==> src/rtl/instr_stream_encoder_pkg.sv <==
// Shared definitions for the instruction stream encoder: field positions,
// op/cmd codes, the input tuple type and the op/cmd legality check.
package instr_stream_encoder_pkg;

  localparam int OP_MSB    = 31;
  localparam int OP_LSB    = 30;
  localparam int IMM_BIT   = 29;
  localparam int CMD_MSB   = 28;
  localparam int CMD_LSB   = 24;
  localparam int RD_MSB    = 23;
  localparam int RD_LSB    = 20;
  localparam int RN_MSB    = 19;
  localparam int RN_LSB    = 16;
  localparam int RM_MSB    = 15;
  localparam int RM_LSB    = 12;
  localparam int IMM16_MSB = 15;
  localparam int IMM16_LSB = 0;

  localparam logic [1:0] OP_PROCESSING = 2'b00;
  localparam logic [1:0] OP_MEMORY     = 2'b01;
  localparam logic [1:0] OP_FLOW       = 2'b10;

  localparam logic [4:0] CMD_NOP = 5'b00000;
  localparam logic [4:0] CMD_MOV = 5'b00010;
  localparam logic [4:0] CMD_ADD = 5'b00100;
  localparam logic [4:0] CMD_COS = 5'b01100;
  localparam logic [4:0] CMD_LDR = 5'b00000;
  localparam logic [4:0] CMD_STR = 5'b00001;
  localparam logic [4:0] CMD_B   = 5'b00000;
  localparam logic [4:0] CMD_BL  = 5'b00001;

  localparam logic       WITH_IMM    = 1'b1;
  localparam logic       WITHOUT_IMM = 1'b0;

  typedef struct packed {
    logic [1:0]  op;
    logic [4:0]  cmd;
    logic        imm;
    logic [3:0]  rd;
    logic [3:0]  rn;
    logic [3:0]  rm;
    logic [15:0] imm16;
  } instr_tuple_t;

  function automatic logic cmd_is_legal(input logic [1:0] op, input logic [4:0] cmd);
    logic legal;
    case (op)
      OP_PROCESSING: legal = (cmd <= CMD_COS);
      OP_MEMORY:     legal = (cmd[4:2] == 3'b000);
      OP_FLOW:       legal = (cmd[4:1] == 4'b0000);
      default:       legal = 1'b0;
    endcase
    return legal;
  endfunction

endpackage

==> src/rtl/instr_stream_encoder_packer.sv <==
// Combinational tuple-to-word packer; flags tuples whose op/cmd pair is illegal.
module instr_field_packer
  import instr_stream_encoder_pkg::*;
(
  input  instr_tuple_t tuple,
  output logic         legal,
  output logic [31:0]  word
);

  logic [4:0] cmd_field;

  // Narrow the cmd field for classes that only use its low bits, then pack.
  always_comb begin
    legal     = cmd_is_legal(tuple.op, tuple.cmd);
    cmd_field = tuple.cmd;
    word      = 32'h0000_0000;
    case (tuple.op)
      OP_MEMORY: cmd_field = {3'b000, tuple.cmd[1:0]};
      OP_FLOW:   cmd_field = {4'b0000, tuple.cmd[0]};
      default:   cmd_field = tuple.cmd;
    endcase
    word[OP_MSB:OP_LSB]   = tuple.op;
    word[IMM_BIT]         = tuple.imm;
    word[CMD_MSB:CMD_LSB] = cmd_field;
    word[RD_MSB:RD_LSB]   = tuple.rd;
    word[RN_MSB:RN_LSB]   = tuple.rn;
    if (tuple.imm == WITH_IMM) begin
      word[IMM16_MSB:IMM16_LSB] = tuple.imm16;
    end else begin
      word[RM_MSB:RM_LSB] = tuple.rm;
    end
  end

endmodule

==> src/rtl/instr_stream_encoder.sv <==
// Loads an encoded instruction stream into instruction memory: session FSM,
// saturating write pointer, word/error counters and a registered write stage.
module instr_stream_encoder
  import instr_stream_encoder_pkg::*;
#(
  parameter int ADDR_W    = 10,
  parameter int BASE_ADDR = 0,
  parameter int DEPTH     = 1024
) (
  input  logic              clk,
  input  logic              rst_n,
  input  logic              start,
  input  logic              in_valid,
  output logic              in_ready,
  input  logic [1:0]        in_op,
  input  logic [4:0]        in_cmd,
  input  logic              in_imm,
  input  logic [3:0]        in_rd,
  input  logic [3:0]        in_rn,
  input  logic [3:0]        in_rm,
  input  logic [15:0]       in_imm16,
  input  logic              in_last,
  output logic              imem_we,
  output logic [ADDR_W-1:0] imem_addr,
  output logic [31:0]       imem_wdata,
  output logic              busy,
  output logic              load_done,
  output logic              overflow,
  output logic [ADDR_W:0]   word_count,
  output logic [7:0]        err_count
);

  localparam logic [ADDR_W:0]   DEPTH_W = (ADDR_W+1)'(DEPTH);
  localparam logic [ADDR_W-1:0] BASE_W  = ADDR_W'(BASE_ADDR);

  // ST_LAST is the write slot of the final tuple, before the done pulse.
  typedef enum logic [1:0] {
    ST_IDLE = 2'b00,
    ST_LOAD = 2'b01,
    ST_LAST = 2'b10,
    ST_DONE = 2'b11
  } state_t;

  state_t            state_q, state_d;
  logic [ADDR_W-1:0] ptr_q, ptr_d;
  logic [ADDR_W:0]   word_count_q, word_count_d;
  logic [7:0]        err_count_q, err_count_d;
  logic              overflow_q, overflow_d;
  logic              we_q, we_d;
  logic [ADDR_W-1:0] addr_q, addr_d;
  logic [31:0]       wdata_q, wdata_d;

  instr_tuple_t tuple_s;
  logic         legal_s;
  logic [31:0]  word_s;
  logic         full_s;

  assign tuple_s = '{op: in_op, cmd: in_cmd, imm: in_imm, rd: in_rd,
                     rn: in_rn, rm: in_rm, imm16: in_imm16};

  instr_field_packer u_packer (
    .tuple (tuple_s),
    .legal (legal_s),
    .word  (word_s)
  );

  assign full_s = (word_count_q == DEPTH_W);

  // Next-state, counters and write-stage computation.
  always_comb begin
    state_d      = state_q;
    ptr_d        = ptr_q;
    word_count_d = word_count_q;
    err_count_d  = err_count_q;
    overflow_d   = overflow_q;
    we_d         = 1'b0;
    addr_d       = addr_q;
    wdata_d      = wdata_q;
    case (state_q)
      ST_IDLE: begin
        if (start) begin
          state_d      = ST_LOAD;
          ptr_d        = BASE_W;
          word_count_d = '0;
          err_count_d  = 8'd0;
          overflow_d   = 1'b0;
        end else begin
          state_d = ST_IDLE;
        end
      end
      ST_LOAD: begin
        if (full_s) begin
          if (in_valid) begin
            overflow_d = 1'b1;
            state_d    = ST_DONE;
          end else begin
            state_d = ST_LOAD;
          end
        end else if (in_valid) begin
          if (legal_s) begin
            we_d         = 1'b1;
            addr_d       = ptr_q;
            wdata_d      = word_s;
            word_count_d = word_count_q + (ADDR_W+1)'(1);
            // Pointer stops at the last word so it never leaves the window.
            if (word_count_q == DEPTH_W - (ADDR_W+1)'(1)) begin
              ptr_d = ptr_q;
            end else begin
              ptr_d = ptr_q + ADDR_W'(1);
            end
          end else if (err_count_q != 8'hFF) begin
            err_count_d = err_count_q + 8'd1;
          end else begin
            err_count_d = err_count_q;
          end
          if (in_last) begin
            state_d = ST_LAST;
          end else begin
            state_d = ST_LOAD;
          end
        end else begin
          state_d = ST_LOAD;
        end
      end
      ST_LAST: state_d = ST_DONE;
      ST_DONE: state_d = ST_IDLE;
      default: state_d = ST_IDLE;
    endcase
  end

  // State, counters and write-stage registers.
  always_ff @(posedge clk or negedge rst_n) begin
    if (!rst_n) begin
      state_q      <= ST_IDLE;
      ptr_q        <= BASE_W;
      word_count_q <= '0;
      err_count_q  <= 8'd0;
      overflow_q   <= 1'b0;
      we_q         <= 1'b0;
      addr_q       <= BASE_W;
      wdata_q      <= 32'h0000_0000;
    end else begin
      state_q      <= state_d;
      ptr_q        <= ptr_d;
      word_count_q <= word_count_d;
      err_count_q  <= err_count_d;
      overflow_q   <= overflow_d;
      we_q         <= we_d;
      addr_q       <= addr_d;
      wdata_q      <= wdata_d;
    end
  end

  assign in_ready   = (state_q == ST_LOAD) && !full_s;
  assign imem_we    = we_q;
  assign imem_addr  = addr_q;
  assign imem_wdata = wdata_q;
  assign busy       = (state_q != ST_IDLE);
  assign load_done  = (state_q == ST_DONE);
  assign overflow   = overflow_q;
  assign word_count = word_count_q;
  assign err_count  = err_count_q;

endmodule
==> config.mk <==
export PLATFORM = sky130hd
export DESIGN_NAME = instr_stream_encoder
export DESIGN_NICKNAME = d
export VERILOG_FILES = /design/src/rtl/instr_stream_encoder_pkg.sv /design/src/rtl/instr_stream_encoder_packer.sv /design/src/rtl/instr_stream_encoder.sv
export SDC_FILE = /design/constraint.sdc
export NUM_CORES = 1
export LEC_CHECK = 0
export ABC_AREA = 1
export BUFFER_PORTS_ARGS = -buffer_cell sky130_fd_sc_hd__buf_2
export CORE_MARGIN = 1
export CORE_UTILIZATION = 54
export DETAILED_ROUTE_END_ITERATION = 6
export PLACE_DENSITY = 0.84
export SYNTH_ARGS = -nofsm -noshare
export SYNTH_HDL_FRONTEND = slang
export SYNTH_SLANG_ARGS = --single-unit
==> constraint.sdc <==
create_clock -name clk -period 3.06 [get_ports clk]
set_input_delay 0.612 -clock clk [delete_from_list [all_inputs] [get_ports clk]]
set_output_delay 0.612 -clock clk [all_outputs]
set_load 0.03 [all_outputs]
### Word level (Yosys, flattened, before mapping)

Index checks and enable logic that the tools add are counted.

* register bits: 75
* input port bits: 41
* output and inout port bits: 66
* logic and storage cells: 77

* add/subtract/negate cells: 3
* $lt $le $gt $ge: 1
* eq/ne operators: 16
* mux-type cells: 35
* bitwise logic cells: 1
* reduce and logical (&&, ||, !) cells: 13

Operator list (count)
* two-way mux 10 bit: 5
* two-way mux 11 bit: 4
* two-way mux 8 bit: 5
* one-hot mux 11 bit (2 select lines): 1
* one-hot mux 10 bit (2 select lines): 1
* != test 2 bit (second input constant): 8
* one-hot mux 8 bit (2 select lines): 1
* two-way mux 12 bit: 1
* AND reduction 6 bit: 2
* adder 11 x 1 -> 11 bit (second input constant): 1
* equality test 11 x 10 -> 1 bit (second input constant): 1
* equality test 11 bit (second input constant): 1
* adder 10 x 1 -> 10 bit (second input constant): 1
* one-hot mux 5 bit (2 select lines): 1
* adder 8 x 1 -> 8 bit (second input constant): 1
* two-way mux 1 bit: 8
* two-way mux 2 bit: 4
* != test 8 bit (second input constant): 1
* one-hot mux 2 bit (4 select lines): 1
* AND reduction 4 bit: 2
* equality test 2 bit (second input constant): 3
* less-or-equal comparator 5 x 4 -> 1 bit (second input constant): 1
* AND reduction 5 bit: 1
* equality test 2 x 1 -> 1 bit (second input constant): 2
* 10 further kinds: 12

### Depth between registers and ports, before layout

Gate-level depths: netlist of the first run.

* depth in word-level cells: 6
* gate-level depth with buffers: 13
* gate-level depth less buffers: 12

### Cells and area by module

From an unflattened synthesis of the first run, not the netlist that was laid out.

* cell total of the unflattened synthesis: 562
* area, all modules: 4234.1 um^2

By module, submodules not included
* instr_stream_encoder: times used 1, cells each 491, area an instance 3828.7 um^2
* instr_field_packer: times used 1, cells each 71, area an instance 405.4 um^2

### Worst setup path after synthesis of the first run

Ideal clock, no wire load.

* path type: register to output
* from: register word_count_q[0] (netlist: word_count[0])
* to: output in_ready
* arrival time: 1.509 ns
* required time: 2.448 ns
* path slack: 0.939 ns
* stages on the path, launching flop included: 8
* path buffers: 0
* cells stage by stage: dfrtp_1 > inv_1 > ha_1 > nand2_1 > nor3_2 > nand2_1 > inv_1 > nor2_1

* word-level cells in the longest chain between the ends: 3

RTL lines
* start: declaration: line instr_stream_encoder.sv:46 `logic [ADDR_W:0] word_count_q, word_count_d;`
* start signal: assignment: line instr_stream_encoder.sv:145 `word_count_q <= word_count_d;`
* equality test 11 bit: line instr_stream_encoder.sv:67 `assign full_s = (word_count_q == DEPTH_W);`
* logical NOT 1 bit: line instr_stream_encoder.sv:154 `assign in_ready = (state_q == ST_LOAD) && !full_s;`
* logical AND 1 bit: line instr_stream_encoder.sv:154
* end: declaration: line instr_stream_encoder.sv:14 `output logic in_ready,`

No other way between the ends.

### Final worst setup path of the first run

* from: register word_count_q[0] (netlist: word_count[0])
* to: register ptr_q[9]

* word-level cells in the longest chain between the ends: 3
* elaborated cells between the ends (all ways): 5

RTL lines
* equality test 11 x 10 -> 1 bit or equality test 11 bit (tied branches): line instr_stream_encoder.sv:106, instr_stream_encoder.sv:67
* != test 2 bit (no line)
* AND reduction 6 bit (no line) (*)
* end signal: assignment: line instr_stream_encoder.sv:144 `ptr_q <= ptr_d;`
* end: declaration: line instr_stream_encoder.sv:45 `logic [ADDR_W-1:0] ptr_q, ptr_d;`

Mark *: on every way between the ends. The rest lies on a longest branch, timed or not.
A chain may end at the register's enable or synchronous reset.

==> results of run 1 <==
## per-layer routing
metal,share of wire,GRT usage
met1,0.41,0.3149
met2,0.49,0.4372
met3,0.073,0.05143
met4,0.020,0.1258
met5,0,0
## metrics by stage
stage	cell area, sq um	worst slack, ps	util
6_report	4648	638.6	0.6767
3_3_place_gp	4418	660.5	0.6432
3_5_place_dp	4418	569.0	0.6432
2_1_floorplan	3864	938.9	-
5_1_grt	4648	374.0	0.6767
4_1_cts	4648	686.7	0.6767
## final cells by class
cell class              instances  area, sq um  share of cell area
flip-flops and latches         75         1877              0.4038
multi-input cells             354         1693              0.3642
repair buffers                109        565.5              0.1217
inverters                      42        162.7             0.03499
clock buffers                  10        127.6             0.02746
well taps                      96        120.1             0.02584
clock inverters                 5        102.6             0.02207
## power by group through the flow
stage	logic [mW]	registers (mW)	clock network, mW
after global routing	1.57	1.43	0.950
after detailed placement	1.43	1.41	0
after CTS	1.44	1.39	0.907
after global placement	1.40	1.40	0
after floorplan	0.546	1.85	0
final	1.44	1.40	0.895
## worst max-delay path: stages, from the launching register on
cell and delay [ps]:
sky130_fd_sc_hd__dfrtp_1 500, sky130_fd_sc_hd__ha_1 250, sky130_fd_sc_hd__nand4_1 170, sky130_fd_sc_hd__nor2_1 310
sky130_fd_sc_hd__nand4_1 530, sky130_fd_sc_hd__nand3_2 410, sky130_fd_sc_hd__nand2_1 100, sky130_fd_sc_hd__nand2_1 80
## path summary, 6_finish.rpt
path | startpoint | end | slack (ps) | cells past startpoint
worst min register to register | imem_wdata[18] | imem_wdata[18] | 470 | 2
worst min-delay path | rst_n | imem_wdata[23] | 420 | 1
worst max register to register | word_count[0] | ptr_q[9] | 640 | 7
worst max-delay path | word_count[0] | ptr_q[9] | 640 | 7
min in group clk | in_rd[1] | imem_wdata[21] | 460 | 3
max in group asynchronous | rst_n | ptr_q[9] | 1930 | 2
## flip-flops by register name, summed over array words and instances (netlist names), named ones only
| name | cells |
|---|---|
| state_q | 1 |
| imem_addr | 10 |
| imem_wdata | 32 |
| overflow | 1 |
| err_count | 8 |
| imem_we | 1 |
| ptr_q | 10 |
| word_count | 11 |
## logic make-up after synthesis
| family | after synthesis | synth area share |
|---|---|---|
| muxes | 4 | 0.01166 |
| AOI/OAI and AO/OA | 29 | 0.04696 |
| adders and majority gates | 8 | 0.02591 |
| and+or+nand+nor | 305 | 0.3355 |
| buffers and inverters | 59 | 0.07610 |
| xor gates and xnor gates | 8 | 0.01814 |
| DFF | 75 | 0.4858 |
## cell usage in the layout (no fill, tap or decap), types with 3 or more instances in the layout
cell                        netlist  final
sky130_fd_sc_hd__o21ai_1          7      7
sky130_fd_sc_hd__nor3_1           3      3
sky130_fd_sc_hd__dfrtp_1         75     75
sky130_fd_sc_hd__o21ai_0          9      9
sky130_fd_sc_hd__mux2_2           4      4
sky130_fd_sc_hd__nor2_1          37     37
sky130_fd_sc_hd__nand3_1         40     40
sky130_fd_sc_hd__nor3b_1          3      3
sky130_fd_sc_hd__nand4_1          9      9
sky130_fd_sc_hd__bufinv_16        0      3
sky130_fd_sc_hd__inv_1           39     39
sky130_fd_sc_hd__clkbuf_8         0      9
sky130_fd_sc_hd__buf_2            3    106
sky130_fd_sc_hd__nand2_2          5      5
sky130_fd_sc_hd__o21ai_2          7      7
sky130_fd_sc_hd__xor2_1           6      6
sky130_fd_sc_hd__nand2_1        199    199
sky130_fd_sc_hd__ha_1             8      8
==> results, run 1 <==
- Summing over every cut layer, the via total after detailed routing is 3522.
- Of the total power, the share spent switching nets is 0.4247.
- The starting density of the core is 0.5625.
- The via count of the first global-routing pass is 3371.
- In this run the power spent charging and discharging nets is 1.584 mW.
- The total overflow reported by the global router is 0.
- Final hold analysis gives a worst-case slack of 418.0 ps.
- Including well taps, the total number of placed cells is 676.
- The share of total power dissipated in sequential elements is 0.375.
- The largest fanout of any net on the critical path is 11.
- The kind of critical path is reg2reg.
- The buffer depth of the longest clock path is 2.
- In this run the remaining antenna-violating nets after routing total 0.
- The number of instances in the synthesized netlist is 488.
- The die is 86.59 microns tall.
- The design internal power is 2.145 mW.
- Setup violations remaining at the end of the flow were counted as 0.
- The number of inserted diodes is 0.
- The count of TritonRoute iterations in the first routing pass is 5.
- The number of clock buffers added by TritonCTS is 9.
- The share of Yosys cell area claimed by the top area cell type is 0.4858.
- The filler cell count in the final layout is 560.
- The worst setup path is launched from a register.
- After synthesis, the most frequently instantiated cells are sky130_fd_sc_hd__nand2_1 (199), sky130_fd_sc_hd__dfrtp_1 (75), sky130_fd_sc_hd__nand3_1 (40).
- The fraction of registers with async set or reset after synthesis is 1.000.
- Overall power consumption after layout is estimated at 3.729 mW.
- After detailed routing, the number of remaining DRC violations is 0.
- The post-synthesis sequential element count is 75.
- From synthesis to final layout, the design area changed by 20.30%.
- The cell leakage power is 2.607 nW.
- For the pin with the worst max-slew slack, the measured transition is 981.0 ps.
- The mean number of vias per cell is 5.097.
- The standard-cell row count is 30.
- The synthesized design spends more area on one cell type than any other, namely sky130_fd_sc_hd__dfrtp_1.
- The worst pin sits at a relative slew slack of 0.3460.
- The final number of hold-violating endpoints is 0.
- The number of nets in the synthesized netlist is 537.
- In the post-synthesis netlist, the biggest area contributors are sky130_fd_sc_hd__dfrtp_1 (49%), sky130_fd_sc_hd__nand2_1 (19%), sky130_fd_sc_hd__nand3_1 (5.2%).
- The highest achievable clock rate is 413.0 MHz.
- The total clock sinks is 75.
- The count of buffers from port buffering is 106.
- The largest net degree at the start of global routing is 57.
- The clock reaches the later pin of the worst-skew pair after 350 ps.
- The run finished with clean final reports.
- Once the clock tree was built, the setup fixing pass inserted 0 buffers.
- The dominant cell by count in the synthesized netlist is sky130_fd_sc_hd__nand2_1.
- During synthesis, Yosys emitted a total of 0 warnings.
- The synthesized area per cell is 7.917 sq um.
- The number of antenna violations at the first check in global routing is 0.
- Clock-pin slew was measured on the worst setup and hold paths at 80 ps.
- The root buffer cell chosen for the clock tree is sky130_fd_sc_hd__clkbuf_8.
- After synthesis, the netlist uses 35 different library cells.
- In this run the count of I/O pins placed on the die edge is 107.
- The share of post-route cells with drive strength above 1 is 0.2521.
- The estimated wirelength of the detail-placed design is 6.253 mm.
- The hold buffer count at cts is 0.
- The number of pins with negative max-slew slack in the final report is 0.
- The number of gates given a new drive strength after cts is 0.
- Across the routed clock network, the largest skew measured is 9.676 ps.
- The region available for standard cell placement spans 6869 sq um.
- The portion of total power attributed to the clock network is 0.240.
- TritonCTS built the clock tree.
- The final layout contains routed wiring with a total length of 9.039 mm.
- In the final routed layout, each cell accounts on average for 13.08 microns.
- The die covers 7497 sq um.
- Routability-driven placement finished with a final weighted congestion of 0.8884.
- The H-tree depth reported by CTS is 3.
- Leaving out filler cells and counting taps, the final layout contains 691.
- Setup repair after global routing left no endpoint under its margin.
- The global router's overall resource usage is 0.2576.
- The number of max-capacitance violations reported is 0.
- The final-stage net count is 640.
- The share of total power dissipated in combinational logic is 0.385.
- Across the VDD grid, the largest voltage drop is 0.2706 mV.
- The combined area of all synthesized cells is 3864 sq um.
- The number of synthesized flops with an enable pin is 0.
- The first global-routing pass estimated 15.04 mm of wire.
- The proportion of synthesized chip area in sequential cells is 0.4858.
- The period utilization is 0.7913.
- In this run, the number of DRC markers left after iteration 0 of detailed routing was 248.
- For the worst setup path, the data required time is 3340 ps.
- The class of the tightest hold or removal check is in2async.
- The leading register cell type out of synthesis is sky130_fd_sc_hd__dfrtp_1.
- The arrival time of data at the critical path endpoint is 2700 ps.
- The worst setup path is captured at a register.
- Summed over all failing endpoints, the final setup total negative slack is 0 ps.
- The die extent in x is 86.59 microns.
- Power spread over the standard cell area amounts to 802.2 nW/um^2.
- After layout, the minimum clock period comes to 2421 ps.
Power figures use the tool's default switching activity.
==> inputs of run 2 (changes only) <==
CORE_UTILIZATION = 52   (was 54)
PLACE_DENSITY = 0.81   (was 0.84)
clock period = 2.35 ns   (was 3.06 ns; I/O delays follow)
==> run 2 against run 1 <==
  * Sequential power grew 29%
  * Setup slack lost 480 ps
  * Sequential cell count is the same
  * Cell count grew 0.87%
  * Worst hold slack lost 250 ps
  * Largest cell class unchanged
  * First-iteration DRC count shrank 31%
  * Largest power group unchanged
  * Cell area shrank 0.32%
  * Wire length shrank 3.0%
==> results, run 2 (synthesized netlist as in run 1, its figures left out) <==
- The critical path in this run is classified as reg2out.
- The share of post-route cells with drive strength above 1 is 0.2575 (+0.005424).
- The aggregate routed wire length is 8.769 mm (-3.0%).
- The core region area was 7214 sq um (+5.0%).
- The summed negative setup slack over all endpoints was 0 ps (unchanged).
- Compared with the post-synthesis result, the final layout area differs by 19.92%.
- The worst-case headroom to the max-slew limit is 0.6396 (+0.2936).
- The number of max-capacitance violations reported came to 0 (unchanged).
- The clock slew at the register clock pins of the worst setup and hold paths came to 80 ps (about the same).
- The data required time at the worst endpoint is 1880 ps (-1460 ps).
- The switching portion of total power is 0.4433 (+0.01854).
- The final instance area is 4633 sq um (-0.32%).
- The number of inserted diodes is 0 (unchanged).
- The number of top-level pins came to 107 (unchanged).
- The largest fanout of any net on the critical path is 8 (-3).
- The number of antenna violations at the first check in global routing is 0 (unchanged).
- The category of the worst setup path capture point is an output port.
- The worst clock skew is 10.95 ps (+1.274 ps).
- The worst-skew pair later-pin latency was 340 ps (about the same).
- The final number of hold-violating endpoints was 0 (unchanged).
- The overall power consumption is 4.610 mW (+24%).
- The mean number of vias per cell is 5.055 (-0.83%).
- The share of total power in combinational logic came to 0.405 (+0.020).
- The via count is 3523 (+0.028%).
- The worst-case reg-to-reg path depth is 7 (unchanged).
- In this run the critical register-to-register path is captured at ptr_q[9].
- The total clock sinks was 75 (unchanged).
- The worst hold path belongs to the class in2async.
- The standard-cell row count was 31 (+3.3%).
- The count of TritonRoute iterations in the first routing pass was 5 (unchanged).
- The routed wirelength normalized by instance count was 12.58 microns (-3.8%).
- The via count of the first global-routing pass is 3203 (-5.0%).
- The number of pins with negative max-slew slack in the final report was 0 (unchanged).
- The iteration-0 DRC count of the detailed router is 171 (-31%).
- The number of setup violations in the final report came to 0 (unchanged).
- The worst-margin pin slew is 540.6 ps (-440.4 ps).
- Clock tree synthesis selected as its root buffer the cell sky130_fd_sc_hd__clkbuf_8.
- STA classifies the critical path startpoint as a register.
- The die extent in x is 88.20 microns (+1.9%).
- The portion of total power attributed to the clock network came to 0.201 (-0.039).
- Setup repair after global routing left no endpoint under its margin.
- Leaving out fill and tap cells, the most frequent cells in the layout are sky130_fd_sc_hd__nand2_1 (199), sky130_fd_sc_hd__buf_2 (106), sky130_fd_sc_hd__dfrtp_1 (75).
- The final weighted congestion in routability-driven placement was 0.9204 (+3.6%).
- The H-tree depth reported by CTS is 3 (unchanged).
- The total CTS buffers was 9 (unchanged).
- The part of the power in registers came to 0.393 (+0.018).
- The worst reg-to-reg setup slack came to 380 ps (-260 ps).
- The starting density of the core is 0.5356 (-0.02692).
- The height of the die is 88.20 microns (+1.9%).
- The number of flip-flops under the largest register name was 32 (unchanged).
- The number of design rule violations left after detail routing is 0 (unchanged).
- The first-pass GRT wire length came to 14.14 mm (-6.0%).
- The design internal power is 2.567 mW (+20%).
- The global router's overall resource usage is 0.2350 (-0.02257).
- The largest net degree at the start of global routing is 76 (+33%).
- In this run the critical register-to-register path is launched from word_count[0].
- The buffer depth of the longest clock path was 2 (unchanged).
- The TritonCTS clock tree is built.
- The minimum clock period after layout is 2194 ps.
- The run finished with clean final reports.
- The total placed instance area is 4444 sq um (+0.59%).
- Tracing the worst setup path back leads to its startpoint at word_count[0].
- The count of buffers from port buffering was 106 (unchanged).
- The number of antenna-violating nets in the routed design came to 0 (unchanged).
- For this run, the top clock speed supported by timing is 455.9 MHz.
- The total net switching power is 2.044 mW (+29%).
- The final-stage net count is 643 (+0.47%).
- The period utilization is 0.9335.
- The hold slack is 169.5 ps (-248.5 ps).
- The highest ir drop seen on vdd is 0.3957 mV (+46%).
- The arrival time of data at the critical path endpoint is 1720 ps (-980 ps).
- The total overflow reported by the global router is 0 (unchanged).
- The estimated wirelength of the detail-placed design is 6.096 mm (-2.5%).
- The most common cell after layout, fill and taps aside is sky130_fd_sc_hd__nand2_1.
- The post-CTS setup repair buffer count came to 0 (unchanged).
- The area of the die is 7779 sq um (+3.8%).
- The power per cell area is 995.1 nW/um^2 (+24%).
- The cell leakage power is 2.605 nW (-0.10%).
==> run 2: power groups by stage <==
stage / combinational, mW / clock (mW) / sequential (mW)
after global routing: 2.04 / 1.01 / 1.86
final: 1.87 / 0.929 / 1.81
after floorplan: 0.711 / 0 / 2.41
after CTS: 1.88 / 0.957 / 1.81
after global placement: 1.84 / 0 / 1.82
after detailed placement: 1.87 / 0 / 1.83
==> run 2: cell type report <==
cell class	instances	area, sq um
clock inverter	3	21.27
clock buffer	12	165.2
sequential	75	1877
inverter	42	165.2
tap	99	123.9
fill	649	2581
multi-input combinational	354	1693
timing repair buffer	112	588.1
==> run 2: worst max-delay path: stages, from the launching register on <==
cell and delay, ps:
sky130_fd_sc_hd__dfrtp_1 490, sky130_fd_sc_hd__inv_1 80, sky130_fd_sc_hd__ha_1 200, sky130_fd_sc_hd__nand2_1 70
sky130_fd_sc_hd__nor3_2 50, sky130_fd_sc_hd__nand2_1 90, sky130_fd_sc_hd__inv_1 70, sky130_fd_sc_hd__nor2_1 120
sky130_fd_sc_hd__buf_2 220
==> run 2: metrics by stage <==
step / instances / util / worst slack (ps)
after floorplan: 488 / - / 370.9
after global placement: 682 / 0.6160 / 131.4
after detailed placement: 682 / 0.6160 / 54.27
after CTS: 697 / 0.6419 / 115.1
after global routing: 697 / 0.6422 / 10.14
final: 697 / 0.6422 / 156.4
==> run 2: how the worst max path moves through the flow <==
stage / endpoint / slack, ps / depth (start not counted)
floorplan: in_ready / 370 / 7
global placement: word_count[10] / 130 / 11
detailed placement: word_count[0] / 50 / 11
CTS: word_count[10] / 120 / 9
global route: in_ready / 10 / 8
finish: in_ready / 160 / 8
==> run 2: what timing repair did <==
item,in CTS,in global routing
hold buffers,0,0
setup endpoints to repair,0,38
gates resized for setup,0,2
==> run 2: layer usage <==
layer / vias to the layer above / routed length, microns / track usage
li1: 1736 / - / -
met1: 1634 / 3985 / 0.3101
met2: 145 / 4004 / 0.3867
met3: 8 / 707 / 0.05844
met4: 0 / 72 / 0.06305
met5: - / 0 / 0
